<file path="src/rtl/dvp_capture_ctrl.sv">
// Frame-capture sequencer: forwards whole DVP frames from the receiver stream to a video sink.
// Checks line/frame geometry and reports beats lost when the sink stalls.
module dvp_capture_ctrl #(
    parameter int H_BYTES = 1280,
    parameter int V_LINES = 480,
    parameter int CNT_W   = 16
) (
    input  logic             pclk,
    input  logic             aresetn,
    input  logic [7:0]       s_axis_tdata,
    input  logic             s_axis_tvalid,
    input  logic             s_axis_tlast,
    input  logic             s_axis_tuser,
    output logic [7:0]       m_axis_tdata,
    output logic             m_axis_tvalid,
    input  logic             m_axis_tready,
    output logic             m_axis_tlast,
    output logic             m_axis_tuser,
    input  logic             start,
    input  logic             continuous,
    input  logic             stop,
    input  logic             abort,
    input  logic             clear_err,
    output logic             busy,
    output logic             frame_done,
    output logic [CNT_W-1:0] frame_count,
    output logic             err_overflow,
    output logic             err_geometry
);

    typedef enum logic [1:0] {
        ST_IDLE     = 2'd0,
        ST_WAIT_SOF = 2'd1,
        ST_CAPTURE  = 2'd2
    } state_t;

    state_t           r_state;
    state_t           w_next_state;
    logic             r_mode;
    logic             r_stop_req;
    logic [CNT_W-1:0] r_byte_cnt;
    logic [CNT_W-1:0] r_line_cnt;
    logic [CNT_W-1:0] r_frame_count;
    logic             r_frame_done;
    logic             r_err_ovf;
    logic             r_err_geo;
    logic [7:0]       r_out_data;
    logic             r_out_valid;
    logic             r_out_last;
    logic             r_out_user;

    logic             w_out_free;
    logic             w_stop_eff;
    logic [CNT_W-1:0] w_base_byte;
    logic [CNT_W-1:0] w_base_line;
    logic [CNT_W-1:0] w_byte_inc;
    logic [CNT_W-1:0] w_line_inc;
    logic             w_line_bad;
    logic             w_frame_last;
    logic             w_fwd;
    logic             w_ovf;
    logic             w_geo;
    logic             w_frame_end;
    state_t           w_end_target;

    // A start-of-frame beat restarts the geometry counters before it is counted itself.
    assign w_out_free   = !r_out_valid || m_axis_tready;
    assign w_stop_eff   = r_stop_req || stop;
    assign w_base_byte  = s_axis_tuser ? '0 : r_byte_cnt;
    assign w_base_line  = s_axis_tuser ? '0 : r_line_cnt;
    assign w_byte_inc   = (w_base_byte == '1) ? w_base_byte : w_base_byte + CNT_W'(1);
    assign w_line_inc   = w_base_line + CNT_W'(1);
    assign w_line_bad   = s_axis_tlast && (w_byte_inc != CNT_W'(H_BYTES));
    assign w_frame_last = s_axis_tlast && (w_line_inc == CNT_W'(V_LINES));
    assign w_end_target = (r_mode && !w_stop_eff) ? ST_WAIT_SOF : ST_IDLE;

    always_ff @(posedge pclk or negedge aresetn) begin
        if (!aresetn) begin
            r_state <= ST_IDLE;
        end else begin
            r_state <= w_next_state;
        end
    end

    always_comb begin
        w_next_state = r_state;
        if (abort) begin
            w_next_state = ST_IDLE;
        end else begin
            case (r_state)
                ST_IDLE: begin
                    if (start) w_next_state = ST_WAIT_SOF;
                end
                ST_WAIT_SOF: begin
                    if (r_stop_req)       w_next_state = ST_IDLE;
                    else if (w_fwd)       w_next_state = w_frame_end ? w_end_target : ST_CAPTURE;
                end
                ST_CAPTURE: begin
                    if (w_ovf)            w_next_state = ST_WAIT_SOF;
                    else if (w_frame_end) w_next_state = w_end_target;
                end
                default: w_next_state = ST_IDLE;
            endcase
        end
    end

    always_comb begin
        w_fwd       = 1'b0;
        w_ovf       = 1'b0;
        w_geo       = 1'b0;
        w_frame_end = 1'b0;
        case (r_state)
            ST_WAIT_SOF: begin
                if (!abort && !r_stop_req && s_axis_tvalid && s_axis_tuser) begin
                    if (w_out_free) begin
                        w_fwd       = 1'b1;
                        w_geo       = w_line_bad;
                        w_frame_end = w_frame_last;
                    end else begin
                        w_ovf = 1'b1;
                    end
                end
            end
            ST_CAPTURE: begin
                if (!abort && s_axis_tvalid) begin
                    if (w_out_free) begin
                        w_fwd       = 1'b1;
                        w_geo       = s_axis_tuser || w_line_bad;
                        w_frame_end = w_frame_last;
                    end else begin
                        w_ovf = 1'b1;
                    end
                end
            end
            default: ;
        endcase
    end

    always_ff @(posedge pclk or negedge aresetn) begin
        if (!aresetn) begin
            r_mode        <= 1'b0;
            r_stop_req    <= 1'b0;
            r_byte_cnt    <= '0;
            r_line_cnt    <= '0;
            r_frame_count <= '0;
            r_frame_done  <= 1'b0;
            r_err_ovf     <= 1'b0;
            r_err_geo     <= 1'b0;
        end else begin
            if (r_state == ST_IDLE && start && !abort) begin
                r_mode     <= continuous;
                r_stop_req <= 1'b0;
            end else if (r_state != ST_IDLE && stop && !abort) begin
                r_stop_req <= 1'b1;
            end
            if (w_fwd) begin
                r_byte_cnt <= s_axis_tlast ? '0 : w_byte_inc;
                r_line_cnt <= s_axis_tlast ? w_line_inc : w_base_line;
            end
            if (w_frame_end) r_frame_count <= r_frame_count + CNT_W'(1);
            r_frame_done <= w_frame_end;
            r_err_ovf    <= (r_err_ovf && !clear_err) || w_ovf;
            r_err_geo    <= (r_err_geo && !clear_err) || w_geo;
        end
    end

    // Output stage: a beat transfers when m_axis_tvalid and m_axis_tready are both high on a
    // clock edge; once raised, tvalid and the payload stay stable until that transfer happens.
    always_ff @(posedge pclk or negedge aresetn) begin
        if (!aresetn) begin
            r_out_valid <= 1'b0;
            r_out_data  <= '0;
            r_out_last  <= 1'b0;
            r_out_user  <= 1'b0;
        end else if (w_fwd) begin
            r_out_valid <= 1'b1;
            r_out_data  <= s_axis_tdata;
            r_out_last  <= s_axis_tlast;
            r_out_user  <= s_axis_tuser;
        end else if (m_axis_tready) begin
            r_out_valid <= 1'b0;
        end
    end

    assign m_axis_tdata  = r_out_data;
    assign m_axis_tvalid = r_out_valid;
    assign m_axis_tlast  = r_out_last;
    assign m_axis_tuser  = r_out_user;
    assign busy          = (r_state != ST_IDLE);
    assign frame_done    = r_frame_done;
    assign frame_count   = r_frame_count;
    assign err_overflow  = r_err_ovf;
    assign err_geometry  = r_err_geo;

endmodule

</file>
<file path="config.mk">
export PLATFORM = sky130hd
export DESIGN_NAME = dvp_capture_ctrl
export DESIGN_NICKNAME = d
export VERILOG_FILES = /design/src/rtl/dvp_capture_ctrl.sv
export SDC_FILE = /design/constraint.sdc
export NUM_CORES = 1
export LEC_CHECK = 0
export CORE_UTILIZATION = 63
export CTS_BUF_LIST = sky130_fd_sc_hd__clkbuf_8
export CTS_CLUSTER_DIAMETER = 30
export DETAILED_ROUTE_END_ITERATION = 8
export GPL_ROUTABILITY_DRIVEN = 0
export PLACE_DENSITY = 0.89
export SLEW_MARGIN = 20
export SYNTH_ARGS = -nofsm -noshare
export SYNTH_HDL_FRONTEND = slang
export SYNTH_SLANG_ARGS = --single-unit
</file>
<file path="constraint.sdc">
create_clock -name pclk -period 5.9 [get_ports pclk]
set_clock_uncertainty 0.1 [all_clocks]
set_input_delay 1.77 -clock pclk [delete_from_list [all_inputs] [get_ports pclk]]
set_output_delay 1.77 -clock pclk [all_outputs]
set_load 0.005 [all_outputs]
</file>
==> impl_metrics.env, run 1 <==
export IMPL_status="finished, final reports clean"
export IMPL_dr_pass1_iters=5
export IMPL_synth_warnings=0
export IMPL_cp_startpoint="s_axis_tuser"
export IMPL_io_pins=50
export IMPL_start_util_pct=65.02
export IMPL_multiInputGateArea_um2=2271
export IMPL_dr_first_iter_drc_count=320
export IMPL_critPathMaxFanout=42
export IMPL_slowest_stage="nor4_2"
export IMPL_maxCapViolCount=0
export IMPL_finalNetCount=544
export IMPL_ys_seq_area_share_pct=40.23
export IMPL_vias=3881
export IMPL_area_delta_synth_final_pct=17.59
export IMPL_worst_pin_slew_ns=0.8023
export IMPL_syn_nets=504
export IMPL_cts_tree="built"
export IMPL_pwr_density_cell_nw_per_um2=263.2
export IMPL_setup_tns_ns=0
export IMPL_seq_area_um2=1652
export IMPL_crit_top_cell="a31oi_1"
export IMPL_crit_chain="clkdlybuf4s50_1, buf_4, nor2b_1, ha_1, nand2_1, nor4_2, nand3_1, nor2_1, a31oi_1, a311oi_1, a31oi_1"
export IMPL_die_h_um=82.72
export IMPL_die_w_um=82.72
export IMPL_synth_seq_cells=66
export IMPL_crit_arrival_ns=4.79
export IMPL_path_delay_family="simple AND/OR/NAND/NOR gates"
export IMPL_worstReg2RegStart="r_line_cnt[0]"
export IMPL_wl_per_cell_um=17.38
export IMPL_dp_hpwl_mm=6.932
export IMPL_clk_pin_slew_worst_paths_ns=0.08
export IMPL_period_minus_slack_ns=4.658
export IMPL_critical_path_required_ns=6.03
export IMPL_post_cts_repair_setup_buffers=0
export IMPL_setup_slack_ns=1.242
export IMPL_setup_viol=0
export IMPL_min_from="m_axis_tdata[7]"
export IMPL_track_usage_pct=32.60
export IMPL_timing_fmax_mhz=214.7
export IMPL_grt_max_degree=67
export IMPL_cts_root_buf="clkbuf_8"
export IMPL_synth_ff_type="dfrtp_1"
export IMPL_synth_cell_types=66
export IMPL_overflow=0
export IMPL_finalHoldViolations=0
export IMPL_cts_sink_count=66
export IMPL_coreArea_um2=6314
export IMPL_cts_buffers=9
export IMPL_clock_latency_ns=0.36
export IMPL_pre_cts_slack_ns=0.9668
export IMPL_die_area_um2=6843
export IMPL_layout_drive_gt1_share_pct=8.812
export IMPL_ant_nets=0
export IMPL_cp_end_kind="flop"
export IMPL_htree_levels=3
export IMPL_leakagePower_nw=2.159
export IMPL_syn_mean_instance_area_um2=8.606
export IMPL_max_stage_delay_ns=0.63
export IMPL_io_buffer_count=49
export IMPL_synth_async_reset_ratio_pct=100.0
export IMPL_hold_class="flop to flop"
export IMPL_rsz0062_at_grt="false"
export IMPL_syn_area_um2=4105
export IMPL_final_cell_mix="76 x nand2_1, 66 x dfrtp_1, 48 x clkdlybuf4s50_1"
export IMPL_fillers=436
export IMPL_grt_pass1_wl_mm=16.49
export IMPL_routed_via_density=6.479
export IMPL_grt_pass1_vias=3544
export IMPL_final_common_cell="nand2_1"
export IMPL_postSynthCellCount=477
export IMPL_path_class="primary input to flop"
export IMPL_antenna_found_initial=0
export IMPL_antenna_cells=0
export IMPL_path_buf_inv=2
export IMPL_hold_buffers=0
export IMPL_startpoint_type="primary input"
export IMPL_remaining_drc_errors=0
export IMPL_finalMaxSlewViolations=0
export IMPL_wl_mm=10.41
export IMPL_cts_resized=0
export IMPL_min_period_over_period_pct=78.94
export IMPL_rows=29
export IMPL_synth_edf_count=0
export IMPL_clock_path_buffers=2
export IMPL_relSlewSlack_pct=46.51
export IMPL_vdd_drop_max_mv=0.2510
-- metal layers --
| layer | global-route usage (%) | part of all wire (%) | wire (um) | vias up |
|---|---|---|---|---|
| met4 | 20.52 | 4.1 | 423 | 0 |
| met1 | 38.63 | 39 | 4066 | 1839 |
| met5 | 0 | 0 | 0 | - |
| li1 | - | - | - | 1783 |
| met2 | 52.30 | 50 | 5195 | 208 |
| met3 | 8.791 | 6.9 | 722 | 51 |
-- cells by family after synthesis --
| logic type | Yosys count | synth area share (%) |
|---|---|---|
| xor+xnor | 26 | 5.547 |
| mux | 4 | 1.067 |
| compound gates | 108 | 17.07 |
| simple gates | 220 | 29.20 |
| buf+inv | 45 | 4.450 |
| flops | 66 | 40.23 |
| fa+ha+maj | 8 | 2.438 |
-- sequential cells by signal, indices dropped and copies added, names as in the netlist --
register,flops
frame_count,16
r_byte_cnt,16
r_line_cnt,16
m_axis_tdata,8
r_state,2
err_geometry,1
err_overflow,1
frame_done,1
m_axis_tlast,1
m_axis_tuser,1
m_axis_tvalid,1
r_mode,1
r_stop_req,1
-- worst paths after layout --
path	cells after the start	to	slack, ns
max in group asynchronous	2	r_line_cnt[0]	3.68
worst min-delay path	2	m_axis_tdata[7]	0.38
worst min register to register	2	m_axis_tdata[7]	0.38
worst max register to register	9	r_state[0]	2.76
min in group asynchronous	2	r_byte_cnt[6]	1.47
worst max-delay path	11	err_geometry	1.24
-- power by group --
part	leakage (nW)	switching (mW)	total (mW)	internal, mW
clock network	0.103	0.192	0.399	0.207
logic	1.18	0.147	0.298	0.152
registers	0.872	0.0579	0.573	0.515
total	2.16	0.397	1.27	0.874
-- worst register-to-register path, delay by kind of cell (launching register included) --
| family | cells | cell delay [ns] |
|---|---|---|
| AO/OA/AOI/OAI | 3 | 0.67 |
| adder cells (fa/ha/maj) | 1 | 0.38 |
| AND/OR/NAND/NOR | 4 | 1.04 |
| multiplexers | 1 | 0.36 |
| flip-flops | 1 | 0.49 |
-- cell type report --
| type | instances | area share [%] |
|---|---|---|
| well taps | 77 | 1.996 |
| flip-flops and latches | 66 | 34.21 |
| clock buffers | 10 | 2.851 |
| multi-input cells | 366 | 47.05 |
| clock inverters | 6 | 1.348 |
| inverters | 18 | 1.400 |
| repair buffers | 56 | 11.15 |
-- synth_stat cells (5+ instances only) --
cell type | number | share of area (%)
xnor2_1 | 9 | 1.9
o21ai_0 | 30 | 3.7
o22ai_1 | 6 | 0.91
dfrtp_1 | 66 | 40
a21oi_1 | 27 | 3.3
nand4_1 | 9 | 1.4
a31oi_1 | 9 | 1.4
nor3_1 | 15 | 1.8
xor2_1 | 17 | 3.6
nand2b_1 | 6 | 0.91
clkbuf_1 | 16 | 1.5
inv_1 | 18 | 1.6
nor2b_1 | 8 | 1.2
nand3_1 | 20 | 2.4
and3_1 | 10 | 1.5
a22o_1 | 5 | 1.1
ha_1 | 8 | 2.4
buf_1 | 5 | 0.46
nor3_2 | 6 | 1.5
nor2_1 | 35 | 3.2
nand2_1 | 76 | 6.9
-- through the flow --
stage               utilization [%]  instance area (um^2)  hold WS (ns)  cells  power, mW
CTS                           76.46                  4827        0.3841    599      1.271
global placement              73.25                  4624        0.3577    583     0.8577
floorplan                         -                  4105        0.3647    477     0.7240
finish                        76.46                  4827        0.3773    599      1.271
global route                  76.46                  4827        0.4072    599      1.330
detailed placement            73.25                  4624        0.3665    583     0.8711
Note: power is estimated with default switching activity, not from simulation.
==> inputs of run 2 (changes only) <==
--- a/config.mk
+++ b/config.mk
@@ -5,12 +5,12 @@
 export SDC_FILE = /design/constraint.sdc
 export NUM_CORES = 1
 export LEC_CHECK = 0
-export CORE_UTILIZATION = 63
+export CORE_UTILIZATION = 58
 export CTS_BUF_LIST = sky130_fd_sc_hd__clkbuf_8
 export CTS_CLUSTER_DIAMETER = 30
 export DETAILED_ROUTE_END_ITERATION = 8
 export GPL_ROUTABILITY_DRIVEN = 0
-export PLACE_DENSITY = 0.89
+export PLACE_DENSITY = 0.83
 export SLEW_MARGIN = 20
 export SYNTH_ARGS = -nofsm -noshare
 export SYNTH_HDL_FRONTEND = slang
==> constraint.sdc (replaced) <==
create_clock -name pclk -period 4.7 [get_ports pclk]
set_clock_uncertainty 0.1 [all_clocks]
set_input_delay 1.41 -clock pclk [delete_from_list [all_inputs] [get_ports pclk]]
set_output_delay 1.41 -clock pclk [all_outputs]
set_load 0.005 [all_outputs]
==> run 2 against run 1 <==
  * Total power increased by 25%
  * Clock power rose by 24%
  * Largest power group unchanged
  * Die area increased by 8.4%
  * Count of clock-buffer cells in the layout fell by 1
  * Worst setup slack lost 0.82 ns
  * Via count fell by 2.6%
  * Combinational power increased by 23%
  * Largest cell class unchanged
  * Non-clock buffer count grew 5
  * Register-to-register slack got worse by 1.1 ns
  * Cell count rose by 4.0%
==> impl_metrics.env, run 2 (synthesis results as in run 1) <==
export IMPL_status="finished, final reports clean"
export IMPL_finalHoldViolations=0
export IMPL_min_period_over_period_pct=91.04
export IMPL_instances_no_fill=623
export IMPL_ant_nets=0
export IMPL_critical_path_required_ns=4.80
export IMPL_dr_pass1_iters=5
export IMPL_clk_pin_slew_worst_paths_ns=0.09
export IMPL_critPathMaxFanout=12
export IMPL_clock_path_buffers=2
export IMPL_wl_per_cell_um=15.69
export IMPL_worst_pin_slew_ns=0.9153
export IMPL_setup_tns_ns=0
export IMPL_crit_arrival_ns=4.38
export IMPL_io_buffer_count=49
export IMPL_die_h_um=86.13
export IMPL_hold_buffers=0
export IMPL_antenna_cells=0
export IMPL_hold_class="flop to flop"
export IMPL_setup_viol=0
export IMPL_overflow=0
export IMPL_cts_tree="built"
export IMPL_finalNetCount=549
export IMPL_grt_max_degree=43
export IMPL_dpl_cell_count=607
export IMPL_stdcell_area_um2=4887
export IMPL_routed_via_density=6.069
export IMPL_coreArea_um2=6832
export IMPL_final_cell_mix="76 x nand2_1, 66 x dfrtp_1, 48 x clkdlybuf4s50_1"
export IMPL_dp_hpwl_mm=6.668
export IMPL_die_w_um=86.13
export IMPL_leakagePower_nw=2.181
export IMPL_layout_drive_gt1_share_pct=9.677
export IMPL_cts_root_buf="clkbuf_8"
export IMPL_io_pins=50
export IMPL_maxCapViolCount=0
export IMPL_grt_pass1_wl_mm=16.19
export IMPL_path_delay_family="compound AO/OA/AOI/OAI gates"
export IMPL_placed_cell_area_um2=4686
export IMPL_period_minus_slack_ns=4.279
export IMPL_finalMaxSlewViolations=0
export IMPL_rows=30
export IMPL_path_class="primary input to flop"
export IMPL_fillers=527
export IMPL_max_stage_delay_ns=0.54
export IMPL_path_buf_inv=2
export IMPL_cts_buffers=9
export IMPL_grt_pass1_vias=3538
export IMPL_slowest_stage="clkdlybuf4s50_1"
export IMPL_cts_sink_count=66
export IMPL_htree_levels=3
export IMPL_timing_fmax_mhz=233.7
export IMPL_cts_resized=0
export IMPL_relSlewSlack_pct=38.98
export IMPL_cp_end_kind="flop"
export IMPL_wl_mm=9.776
export IMPL_setup_slack_ns=0.4213
export IMPL_pre_cts_slack_ns=0.1735
export IMPL_track_usage_pct=27.61
export IMPL_final_common_cell="nand2_1"
export IMPL_dr_first_iter_drc_count=364
export IMPL_remaining_drc_errors=0
export IMPL_antenna_found_initial=0
export IMPL_area_delta_synth_final_pct=19.05
export IMPL_die_area_um2=7418
export IMPL_clock_latency_ns=0.35
export IMPL_crit_chain="clkdlybuf4s50_1, buf_4, nor2b_1, ha_1, and2_1, a21oi_1, o22ai_1, nand2_1, a2111o_1, a2111oi_0, a31oi_1"
export IMPL_post_cts_repair_setup_buffers=0
export IMPL_rsz0062_at_grt="false"
export IMPL_vdd_drop_max_mv=0.2353
export IMPL_vias=3781
export IMPL_pwr_density_cell_nw_per_um2=323.8
export IMPL_startpoint_type="primary input"
export IMPL_start_util_pct=60.09
==> run 2: final timing paths <==
kind	from	endpoint	slack [ns]	cells past startpoint
min reg2reg	frame_count[15]	frame_count[15]	0.38	1
max	s_axis_tuser	err_geometry	0.42	11
min	frame_count[15]	frame_count[15]	0.38	1
max in group asynchronous	aresetn	r_line_cnt[12]	2.54	2
max reg2reg	r_line_cnt[0]	r_state[0]	1.64	9
min in group asynchronous	aresetn	frame_count[12]	1.08	1
==> run 2: through the flow <==
step	util, %	power [mW]	hold WS [ns]
final	71.54	1.582	0.3754
after global routing	71.54	1.659	0.4008
after CTS	71.54	1.588	0.3828
after detailed placement	68.59	1.092	0.3622
after global placement	68.59	1.076	0.3573
after floorplan	-	0.9088	0.3647
==> run 2: routing by layer <==
layer  global-route usage [%]  up-vias  routed length [um]
li1                         -     1793                   -
met2                    44.23      170                4717
met5                        0        -                   0
met3                    3.850       29                 610
met4                    12.88        0                 247
met1                    37.13     1789                4200
==> run 2: area by class of cell <==
| cell class | count | area (um^2) | area share (%) |
|---|---|---|---|
| clock inverter | 7 | 77.57 | 1.587 |
| tap | 96 | 120.1 | 2.458 |
| multi-input combinational | 366 | 2271 | 46.47 |
| clock buffer | 9 | 123.9 | 2.535 |
| sequential | 66 | 1652 | 33.79 |
| timing repair buffer | 61 | 575.6 | 11.78 |
| inverter | 18 | 67.56 | 1.382 |
==> run 2: report_power, final <==
group	total (mW)	internal (mW)	switching (mW)
clock	0.495	0.249	0.246
combinational	0.367	0.190	0.177
sequential	0.719	0.646	0.0732
total	1.58	1.09	0.496
==> RTL change 1 (config.mk and constraints of run 1) <==
Set the parameter `CNT_W` to 12 (it was 16).
--- a/src/rtl/dvp_capture_ctrl.sv
+++ b/src/rtl/dvp_capture_ctrl.sv
@@ -5,3 +5,3 @@
     parameter int V_LINES = 480,
-    parameter int CNT_W   = 16
+    parameter int CNT_W   = 12
 ) (
Ports: changed (resized frame_count); port bits go from 50 to 46. No check against the original RTL was run, so the function may have changed too.
==> RTL change 1 against run 1 <==
  * Via count is 22% lower
  * Wire length is 29% lower
  * Sequential cell count is 12 lower
  * Area after synthesis is 19% lower
  * Power is 16% lower
  * Register-to-register slack better by 0.33 ns
  * Setup slack better by 0.27 ns
  * Global-route usage is 4.6 points lower
  * Cell count is 18% lower
  * Utilization is 0.25 points higher
  * Design area is 19% lower
  * Critical path type unchanged
==> RTL change 1: results (changes against run 1) <==
Worst setup path
  – Worst-path fanout max: 17 (-60%)
  – Slowest cell on crit path: clkdlybuf4s50_1
  – Worst EP arrival: 4.49 ns (-0.30 ns)
  – Crit-path leading delay family: buffers and inverters
  – Critical path's largest stage delay: 0.54 ns (-0.09 ns)

GRT
  – Vias in the first global route: 2676 (-24%)
  – Antenna violations before repair: 0 (unchanged)
  – First-pass GRT wire length: 11900 um (-28%)
  – Largest net degree at the start of global routing: 55 (-18%)
  – Global router's overall resource usage: 0.280 (-0.0459)

Finish
  – ANT cells: 0 (unchanged)
  – Layout cell share with drive strength beyond 1: 0.0711 (-0.0170)
  – Nets: 449 (-17%)
  – Fillers: 366 (-16%)

Pwr
  – Sw Share: 0.311 (-0.000941)
  – Worst ir drop on vdd: 0.202 mV (-20%)
  – Leak Pwr: 1.65 nW (-23%)

STA
  – Setup TNS: 0 ns (unchanged)
  – Slew margin rel.: 0.561 (+0.0963)
  – Final max-slew violation count: 0 (unchanged)

Yosys
  – Post-Syn Instances: 387 (-19%)
  – Library cells used by synthesis: 63 (-4.5%)
  – Post-synth top flop: dfrtp_1
  – Post-synthesis compound-gate area fraction: 0.157 (-0.0139)
  – Synth Area in XOR/XNOR: 0.0501 (-0.00534)
  – Multiplexer share of the synthesized area: 0.0228 (+0.0122)
  – Synth area leaders: dfrtp_1 (40%), nand2_1 (7.5%), o21ai_0 (4.2%)
  – Synth cell count leaders: nand2_1 (67), dfrtp_1 (54), o21ai_0 (28), nor2_1 (21), a21oi_1 (18)
  – Ys async rst share: 1.00 (unchanged)
  – Sequential area share after synthesis: 0.404 (+0.00172)
  – Post-Synth Adder-Cell Area: 0.0299 (+0.00555)
  – Ys Warns: 0 (unchanged)
  – Synthesized net count: 414 (-18%)

Placed design
  – Port bufs: 45 (-8.2%)
  – Placed cells: 485 (-17%)
  – Dpl hpwl: 5310 um (-23%)
  – Pre-CTS setup slack: 1.22 ns (+0.255 ns)

Worst hold path
  – Tightest Hold Check Type: flip-flop to flip-flop

Status
  – Outcome: completed

CTS
  – Clock transition at path regs: 0.10 ns (+0.02 ns)
  – Root Buffer: clkbuf_8
  – CTS buffer count: 5 (-4)
  – Max Buffers Root-to-Sink: 2 (unchanged)
  – Setup Buffers After CTS: 0 (unchanged)
  – Clock Latency Late Sink: 0.31 ns (-0.05 ns)
  – Post-CTS sizing: 0 (unchanged)
  – CTS H-Tree Depth: 2 (-1)

Detailed routing
  – Starting DRT DRC Count: 234 (-27%)
  – Routed len/inst: 15.1 um (-13%)
  – Vias: 3022 (-22%)
  – Detailed Routing Iterations Pass 1: 5 (unchanged)
  – Final WL: 7420 um (-29%)
RTL change 1: cells by family after synthesis:
| family | after synthesis |
|---|---|
| buf+inv | 37 |
| flops | 54 |
| fa+ha+maj | 8 |
| simple gates | 182 |
| mux | 6 |
| compound gates | 83 |
| xor+xnor | 17 |
RTL change 1: routing by layer:
| layer | track usage | routed length (um) | vias up |
|---|---|---|---|
| met4 | 0.124 | 151 | 0 |
| li1 | - | - | 1455 |
| met3 | 0.0509 | 385 | 15 |
| met5 | 0 | 0 | - |
| met2 | 0.456 | 3580 | 112 |
| met1 | 0.367 | 3300 | 1440 |
RTL change 1: tightest hold or removal path: cells and delay by family, from the launching register on:
kind / cells / cell delay (ns)
and+or+nand+nor: 2 / 0.10
DFF: 1 / 0.36
RTL change 1: final cells by class:
class / instances / area (um^2) / share of cell area
multi-input cells: 296 / 1820 / 0.465
flip-flops and latches: 54 / 1350 / 0.345
repair buffers: 51 / 490 / 0.125
well taps: 70 / 87.6 / 0.0224
clock buffers: 6 / 82.6 / 0.0211
inverters: 14 / 52.6 / 0.0134
clock inverters: 1 / 30.0 / 0.00767
RTL change 1: through the flow:
stage / instance area [um^2] / hold WS, ns
floorplan: 3340 / 0.365
global placement: 3800 / 0.357
detailed placement: 3800 / 0.366
CTS: 3920 / 0.394
global route: 3920 / 0.408
finish: 3920 / 0.385
RTL change 1: power by group through the flow:
stage          logic, W  registers, W  clock network, W
6_report       0.000309      0.000503          0.000253
4_1_cts        0.000311      0.000502          0.000258
2_1_floorplan  0.000180      0.000493                 0
3_5_place_dp   0.000309      0.000508                 0
5_1_grt        0.000345      0.000515          0.000272
3_3_place_gp   0.000296      0.000505                 0
RTL change 1: path summary, 6_finish.rpt:
check / to / cells after the start / slack, ns / startpoint
worst max-delay path: r_state[0] / 10 / 1.51 / s_axis_tuser
worst min-delay path: m_axis_tdata[1] / 2 / 0.39 / m_axis_tdata[1]
worst max register to register: frame_count[11] / 8 / 3.09 / r_state[0]
worst min register to register: m_axis_tdata[1] / 2 / 0.39 / m_axis_tdata[1]
max in group asynchronous: r_byte_cnt[2] / 2 / 3.78 / aresetn
min in group asynchronous: r_byte_cnt[10] / 2 / 1.46 / aresetn
==> RTL change 2 (settings of run 1) <==
Without the edit above. Re-encode `state_t` (3 states) as one-hot, 3 bits wide.
--- a/src/rtl/dvp_capture_ctrl.sv
+++ b/src/rtl/dvp_capture_ctrl.sv
@@ -30,6 +30,6 @@
 
-    typedef enum logic [1:0] {
-        ST_IDLE     = 2'd0,
-        ST_WAIT_SOF = 2'd1,
-        ST_CAPTURE  = 2'd2
+    typedef enum logic [2:0] {
+        ST_IDLE     = 3'b001,
+        ST_WAIT_SOF = 3'b010,
+        ST_CAPTURE  = 3'b100
     } state_t;
Behaviour: same outputs for any inputs over 10 cycles, from zero or initial values and one cycle with aresetn low; not proved beyond that.
==> RTL change 2 against run 1 <==
  * Register-to-register slack worse by 0.26 ns
  * Largest cell class unchanged
  * Setup slack worse by 0.41 ns
  * Critical path depth fell by 2
  * Sequential cell count grew 1
  * Cell count grew 1.7%
  * Area after synthesis rose by 2.3%
  * Design area up 1.0%
  * Die area rose by 2.3%
  * Wire length rose by 0.40%
  * Global-route usage fell by 0.75 points
  * First-iteration DRC count up 13%
Power is not compared: it rests on default switching activity, and its combinational part moved more than twofold at a synthesized area within 25%.
==> RTL change 2: results (changes against run 1) <==
Status
  – Outcome: completed

Detailed routing
  – Detailed Routing Iterations Pass 1: 5 (unchanged)
  – M1 wire length: 4460 um (+9.6%)
  – Final WL: 10500 um (+0.40%)
  – WL met2: 4890 um (-5.8%)
  – Vias: 3953 (+1.9%)
  – Met3 wire length: 695 um (-3.7%)
  – Highest Signal Layer: met4
  – Starting DRT DRC Count: 360 (+13%)

Pwr
  – Internal power: just under 0.0007 W
  – Leak Pwr: 2.10 nW
  – Worst ir drop on vdd: ~0.2 mV

CTS
  – Clock transition at path regs: 0.08 ns (about the same)
  – Post-CTS sizing: 0 (unchanged)
  – Max Buffers Root-to-Sink: 2 (unchanged)
  – Clock Latency Late Sink: between 0.3 and 0.4 ns
  – Root Buffer: clkbuf_8
  – CTS H-Tree Depth: 3 (unchanged)
  – Setup Buffers After CTS: 0 (unchanged)
  – CTS buffer count: 9 (unchanged)

Finish
  – ANT cells: 0 (unchanged)
  – Nets: 550 (+1.1%)
  – Layout cell share with drive strength beyond 1: 0.0921 (+0.00398)

GRT
  – First-pass GRT wire length: 17900 um (+8.4%)
  – Largest net degree at the start of global routing: 44 (-34%)
  – Global router's overall resource usage: 0.318 (-0.00755)
  – Antenna violations before repair: 0 (unchanged)
  – Vias in the first global route: 3779 (+6.6%)

Yosys
  – Library cells used by synthesis: 67 (+1.5%)
  – Sequential area share after synthesis: 0.399 (-0.00297)
  – Ys Warns: 0 (unchanged)
  – Ys async rst share: 1.00 (unchanged)
  – Synth area leaders: dfrtp_1 (39%), nand2_1 (7.9%), xor2_1 (4.6%)
  – Synth cell count leaders: nand2_1 (88), dfrtp_1 (66), o21ai_0 (38), nor2_1 (28)
  – Synthesized net count: 517 (+2.6%)

Worst setup path
  – Reg-to-reg startpoint: r_line_cnt[0]
  – Crit. Startpoint: s_axis_tuser
  – Worst EP arrival: 5.23 ns (+0.44 ns)
  – Worst-path fanout max: 17 (-60%)

Placed design
  – Dpl hpwl: 7120 um (+2.8%)
  – Port bufs: 49 (unchanged)

STA
  – Worst-Margin Slew: 0.993 ns (+0.191 ns)

Worst hold path
  – Tightest Hold Check Type: flip-flop to flip-flop
  – HP Start: frame_count[15]
==> RTL change 2: final timing paths <==
path	end	slack, ns	depth (start not counted)
min in group asynchronous	r_byte_cnt[2]	1.46	1
max in group asynchronous	r_line_cnt[2]	3.36	2
hold / removal	frame_count[15]	0.37	1
hold reg to reg	frame_count[15]	0.37	1
setup reg to reg	frame_count[5]	2.50	8
setup / recovery	frame_count[5]	0.83	9
==> RTL change 2: layout make-up <==
| cell class | instances | area, um^2 |
|---|---|---|
| Fill cell | 429 | 1510 |
| Inverter | 13 | 48.8 |
| Timing Repair Buffer | 59 | 561 |
| Clock inverter | 6 | 48.8 |
| Sequential cell | 67 | 1680 |
| Multi-Input combinational cell | 377 | 2310 |
| Tap cell | 77 | 96.3 |
| Clock buffer | 10 | 138 |
==> RTL change 2: kinds of logic (layout without fill, tap and decap cells) <==
| kind of cell | count (synthesis) | after routing | share of synthesized area |
|---|---|---|---|
| xor gates and xnor gates | 29 | 29 | 0.0605 |
| muxes | 9 | 9 | 0.0223 |
| buffers and inverters | 50 | 88 | 0.0518 |
| and+or+nand+nor | 230 | 230 | 0.293 |
| AOI/OAI and AO/OA | 105 | 105 | 0.161 |
| DFF | 67 | 67 | 0.399 |
| adders and majority gates | 4 | 4 | 0.0119 |
==> RTL change 2: worst max-delay path, cell delays in order <==
cell and delay (ns):
clkdlybuf4s50_1 0.73, nor2b_1 0.31, ha_1 0.45, nand3b_1 0.13, or4_2 0.64, a21oi_1 0.27, nand4_4 0.32, nor3_1 0.39
xor2_1 0.21
==> RTL change 2: power groups by stage <==
| stage | registers (W) | logic (W) | clock network [W] |
|---|---|---|---|
| final | 0.000482 | 0.0000770 | 0.000367 |
| after global routing | 0.000483 | 0.0000854 | 0.000387 |
| after CTS | 0.000482 | 0.0000772 | 0.000371 |
| after detailed placement | 0.000491 | 0.0000768 | 0 |
| after global placement | 0.000490 | 0.0000741 | 0 |
| after floorplan | 0.000488 | 0.0000322 | 0 |
==> RTL change 2: through the flow <==
step,hold WS (ns),total power (W),setup slack (ns),instance area [um^2],cells
after global placement,0.359,0.000564,0.737,4690,593
after floorplan,0.365,0.000521,0.985,4200,494
after global routing,0.391,0.000956,0.632,4880,609
after CTS,0.381,0.000930,0.938,4880,609
final,0.375,0.000926,0.830,4880,609
after detailed placement,0.365,0.000567,0.571,4690,593
==> RTL change 2: per-layer routing <==
layer | vias up | track usage
met1 | 1903 | 0.424
met2 | 188 | 0.498
li1 | 1822 | -
met3 | 40 | 0.0524
met5 | - | 0
met4 | 0 | 0.176
